===== src/rtl/sq_div.sv =====
// sq_div: sequential restoring (shift/subtract) integer divider.
// One quotient bit per clock. The operation starts when reset is released.
// The result is held, with op_done set, until the next reset.
//
// Ports:
//   clk      - rising-edge clock
//   reset    - asynchronous, active-high; deassertion starts an operation
//   div0     - dividend, held stable from reset high until op_done
//   div1     - divisor, held stable from reset high until op_done
//   op       - 3 uquot, 4 urem, 5 squot (trunc to zero), 6 srem (sign of dividend)
//   out      - result, zero while op_done is low
//   op_done  - result-valid flag, sticky until reset
module sq_div #(
    parameter int unsigned op_sz = 32
) (
    input  logic             clk,
    input  logic             reset,
    input  logic [op_sz-1:0] div0,
    input  logic [op_sz-1:0] div1,
    input  logic [3:0]       op,
    output logic [op_sz-1:0] out,
    output logic             op_done
);

    localparam int unsigned CW = $clog2(op_sz + 1);

    localparam logic [3:0] OP_UQUO = 4'd3;
    localparam logic [3:0] OP_UREM = 4'd4;
    localparam logic [3:0] OP_SQUO = 4'd5;
    localparam logic [3:0] OP_SREM = 4'd6;

    typedef enum logic [1:0] {
        LOAD = 2'd0,
        RUN  = 2'd1,
        DONE = 2'd2
    } state_t;

    state_t           state_q, state_d;
    logic [3:0]       op_q, op_d;
    logic [op_sz-1:0] quo_q, quo_d;   // dividend shifts out of the top, quotient bits enter at the bottom
    logic [op_sz-1:0] rem_q, rem_d;
    logic [op_sz-1:0] dvs_q, dvs_d;
    logic [CW-1:0]    cnt_q, cnt_d;
    logic             negq_q, negq_d;
    logic             negr_q, negr_d;
    logic [op_sz-1:0] out_q, out_d;
    logic             done_q, done_d;

    logic [op_sz:0]   shifted;
    logic [op_sz:0]   diff;
    logic [op_sz-1:0] abs0, abs1;
    logic [op_sz-1:0] quo_fin, rem_fin;
    logic             is_signed, is_valid;

    // State and datapath registers
    always_ff @(posedge clk or posedge reset) begin
        if (reset) begin
            state_q <= LOAD;
            op_q    <= '0;
            quo_q   <= '0;
            rem_q   <= '0;
            dvs_q   <= '0;
            cnt_q   <= '0;
            negq_q  <= 1'b0;
            negr_q  <= 1'b0;
            out_q   <= '0;
            done_q  <= 1'b0;
        end else begin
            state_q <= state_d;
            op_q    <= op_d;
            quo_q   <= quo_d;
            rem_q   <= rem_d;
            dvs_q   <= dvs_d;
            cnt_q   <= cnt_d;
            negq_q  <= negq_d;
            negr_q  <= negr_d;
            out_q   <= out_d;
            done_q  <= done_d;
        end
    end

    // Next-state, datapath and output logic
    always_comb begin
        state_d = state_q;
        op_d    = op_q;
        quo_d   = quo_q;
        rem_d   = rem_q;
        dvs_d   = dvs_q;
        cnt_d   = cnt_q;
        negq_d  = negq_q;
        negr_d  = negr_q;
        out_d   = out_q;
        done_d  = done_q;

        is_signed = (op == OP_SQUO) || (op == OP_SREM);
        is_valid  = (op == OP_UQUO) || (op == OP_UREM) || is_signed;

        // Magnitudes; the most-negative value maps to its unsigned op_sz-bit magnitude
        abs0 = div0[op_sz-1] ? (~div0 + op_sz'(1)) : div0;
        abs1 = div1[op_sz-1] ? (~div1 + op_sz'(1)) : div1;

        // rem < divisor always holds, so bit op_sz of the difference is the borrow
        shifted = {rem_q, quo_q[op_sz-1]};
        diff    = shifted - {1'b0, dvs_q};

        quo_fin = negq_q ? (~quo_q + op_sz'(1)) : quo_q;
        rem_fin = negr_q ? (~rem_q + op_sz'(1)) : rem_q;

        case (state_q)
            LOAD: begin
                op_d  = op;
                rem_d = '0;
                cnt_d = CW'(op_sz);
                if (is_signed) begin
                    quo_d  = abs0;
                    dvs_d  = abs1;
                    negq_d = div0[op_sz-1] ^ div1[op_sz-1];
                    negr_d = div0[op_sz-1];
                end else begin
                    quo_d  = div0;
                    dvs_d  = div1;
                    negq_d = 1'b0;
                    negr_d = 1'b0;
                end
                if (!is_valid) begin
                    state_d = DONE;
                    quo_d   = '0;
                    rem_d   = '0;
                    negq_d  = 1'b0;
                    negr_d  = 1'b0;
                end else if (div1 == '0) begin
                    // Divide by zero: all-ones quotient, untouched dividend as remainder
                    state_d = DONE;
                    quo_d   = '1;
                    rem_d   = div0;
                    negq_d  = 1'b0;
                    negr_d  = 1'b0;
                end else begin
                    state_d = RUN;
                end
            end
            RUN: begin
                rem_d = diff[op_sz] ? shifted[op_sz-1:0] : diff[op_sz-1:0];
                quo_d = {quo_q[op_sz-2:0], ~diff[op_sz]};
                cnt_d = cnt_q - CW'(1);
                if (cnt_q == CW'(1)) begin
                    state_d = DONE;
                end
            end
            DONE: begin
                // Result is registered once on entry, then held until reset
                if (!done_q) begin
                    done_d = 1'b1;
                    case (op_q)
                        OP_UQUO, OP_SQUO: out_d = quo_fin;
                        OP_UREM, OP_SREM: out_d = rem_fin;
                        default:          out_d = '0;
                    endcase
                end
            end
            default: begin
                state_d = LOAD;
            end
        endcase
    end

    assign out     = out_q;
    assign op_done = done_q;

endmodule


===== config.mk =====
export PLATFORM = sky130hd
export DESIGN_NAME = sq_div
export DESIGN_NICKNAME = d
export VERILOG_FILES = /design/src/rtl/sq_div.sv
export SDC_FILE = /design/constraint.sdc
export NUM_CORES = 1
export LEC_CHECK = 0
export CORE_MARGIN = 2
export CORE_UTILIZATION = 55
export DETAILED_ROUTE_END_ITERATION = 10
export PLACE_DENSITY = 0.77
export SYNTH_ARGS = -nofsm -noshare
export SYNTH_HDL_FRONTEND = slang
export SYNTH_SLANG_ARGS = --single-unit

===== constraint.sdc =====
create_clock -name clk -period 8.7 [get_ports clk]
set_input_delay 1.74 -clock clk [delete_from_list [all_inputs] [get_ports clk]]
set_output_delay 1.74 -clock clk [all_outputs]
set_load 0.01 [all_outputs]

==> run metrics <==
status finished clean; vias in the first global route between 9,000 and 10,000; Rel. slew slack 18.5%; area leader, netlist dfrtp_1; number of gates resized after cts 0; Die Area 20,900 um2; gpl congestion between 0.9 and 1; TritonCTS Buffers 17; Syn-to-layout area delta 16.2%; Pre-antenna DRT Iters 6; IO Count between 100 and 150; CTS tree built; Yosys cell types 76; max-cap violation count 0; Hold WC Path Type register to register; ys flop type dfrtp_1; VDD IR-drop max about 0.00016 V; final count of hold timing violations 0; Mean Syn Cell Area about 8.3 um2; Inserted Diodes 0; Post-synth EDFFs 0; Rows 51; Slew @ Worst Pin ~1200 ps; via-per-instance ratio between 6 and 7; drt total wl 29.2 mm; Slowest-stage cell, CP and2_1; Period Utilization, post-route between 50% and 60%; critical path class input port to register; Initial Util approximately 56%; Largest stage delay, worst path about 990 ps; share of layout cells above drive strength 1 5.15%; initial antenna violation count 0; Reg clk slew, reported paths 60 ps; post-CTS setup buffer count 0; drt first-iter violations between 800 and 900; Pwr Density 289 nW/um2; crit path DAT about 5500 ps; Leakage Power between 0.005 and 0.006 uW; H-Tree Level Count 4; Critical Path RT ~9000 ps; CTS Hold Bufs 0; largest net degree at the start of global routing approximately 100; Final setup viols 0; number of buffers added on ports just over 100; Seq/Total Area, Yosys about a third; clk buf depth 2; YS warnings 0; RSZ-0062 raised after global routing no; latest clock arrival within the worst-skew pair 420 ps; Routed Antenna Nets 0; Bufs and invs on worst path 1; Crit Path Max Fanout 32; final slew viol count 0; Crit path max-delay family simple AND/OR/NAND/NOR gates; ranking of synthesized cells by area dfrtp_1 33%, xnor2_1 8.4%, nand2_1 5.7%, ha_1 4.4%, o21ai_0 4.0%; post-synth top area share 33.0%; crit-path cells clkdlybuf4s50_1 > or4_4 > nor4_4 > nor4b_4 > nor3b_2 > nand2_1 > nor4_2 > and2_1 > a22oi_1 > o21ai_1; HPWL Detailed between 20 and 25 mm; Nets 1,475; endpoint class of the critical path register; Die Ht between 100 and 150 um; post-synth net total roughly 1,400; Root Driver clkbuf_16; total congestion overflow 0; Fin Clk Skew around 9.5 ps; drt drc 0; die width ~140 um; core outline area approximately 19,000 um2; Avg WL per Cell between 15 and 20 um; overall routing resource usage between 20% and 30%; dpl cell area roughly 12,000 um2; Total Power about 3600 uW; CTS sink count approximately 140; CP Launch Type input port; Synth async-reset ratio 100%; first-pass GRT wire length 47.0 mm; Fmax achieved about 190 MHz; flops & latches, synth between 100 and 150; TNS Setup 0 ps; Post-Synthesis Cells about 1,300; fin area approximately 13,000 um2; Post-Synthesis Cell Area 10,800 um2; Tmin final about 5200 ps; via count ~10,000
[cells by family (layout without fill, tap and decap cells)]
| kind of cell | count (synthesis) | count (layout) | synth area share (%) |
|---|---|---|---|
| xor gates and xnor gates | 151 | 151 | 12.2 |
| adders and majority gates | 39 | 39 | 4.57 |
| AOI/OAI and AO/OA | 405 | 405 | 24.3 |
| DFF | 143 | 143 | 33.0 |
| buffers and inverters | 129 | 201 | 4.79 |
| and+or+nand+nor | 406 | 406 | 17.9 |
| muxes | 34 | 34 | 3.21 |
[final timing paths]
check / from / endpoint / slack, ps / depth (start not counted)
max: div1[6] / rem_q[11] / 3490 / 10
min: dvs_q[11] / dvs_q[11] / 480 / 2
max reg2reg: quo_q[31] / rem_q[0] / 4820 / 13
min reg2reg: dvs_q[11] / dvs_q[11] / 480 / 2
max in group asynchronous: reset / state_q[1] / 5470 / 3
min in group asynchronous: reset / op_q[2] / 1780 / 2
[metal layers]
metal,track usage [%],up-vias,share of wire [%]
met5,0,-,0
met4,8.84,0,2.1
met3,3.44,45,5.9
met2,46.0,389,46
met1,39.7,4774,46
li1,-,4835,-
[cell usage in the layout (no fill, tap or decap), drive strengths merged, types with 17 or more instances in the layout]
cell type	count
ha	38
a22oi	57
clkdlybuf4s50	102
nor2	105
o31ai	27
nor4	17
a21oi	84
mux2i	31
o21ai	117
nand2	164
xnor2	104
dfrtp	143
nand3	18
nor3	20
a221oi	18
clkbuf	19
xor2	47
inv	57
[registers in the layout, indices dropped and copies added (netlist names)]
register,count
cnt_q,6
dvs_q,32
negq_q,1
negr_q,1
op_done,1
op_q,4
out,32
quo_q,32
rem_q,32
state_q,2
[power breakdown]
part	leakage (uW)	internal, uW	total [uW]	switching (uW)
clock	0.000293	459	747	288
combinational	0.00319	799	1770	971
sequential	0.00184	893	1120	228
[worst reg2reg max path, delay by kind of cell (launching register included)]
kind	cells	cell delay (ps)
adder cells (fa/ha/maj)	2	670
buffers and inverters	2	590
flip-flops	1	360
AO/OA/AOI/OAI	6	1380
multiplexers	1	430
AND/OR/NAND/NOR	2	380
[layout make-up]
type                    instances  area (um2)
well taps                     265         332
fillers                      1739        6790
multi-input cells            1035        6770
inverters                      57         219
clock buffers                  19         443
clock inverters                13         164
repair buffers                112        1100
flip-flops and latches        143        3580
[stage by stage]
| step | utilization, % | std cells | hold slack, ps | worst slack, ps |
|---|---|---|---|---|
| final | 65.0 | 1644 | 478 | 3490 |
| after global placement | 61.8 | 1612 | 461 | 3300 |
| after floorplan | - | 1307 | 450 | 3120 |
| after detailed placement | 61.8 | 1612 | 472 | 3170 |
| after CTS | 65.0 | 1644 | 485 | 3560 |
| after global routing | 65.0 | 1644 | 508 | 3290 |
[synth_stat cells (14+ instances only)]
library cell and n:
ha_1 38, nor3_1 19, nor2_1 105, o41ai_1 16
nand2b_1 14, dfrtp_1 143, a221oi_1 18, o21ai_1 30
xnor2_1 104, nand2_1 164, a22oi_1 57, a21oi_1 84
o31ai_1 26, o21ai_0 86, mux2i_1 31, inv_1 56
nand3_1 18, clkbuf_1 62, xor2_1 47
No activity file was read; power rests on OpenSTA's default activity.
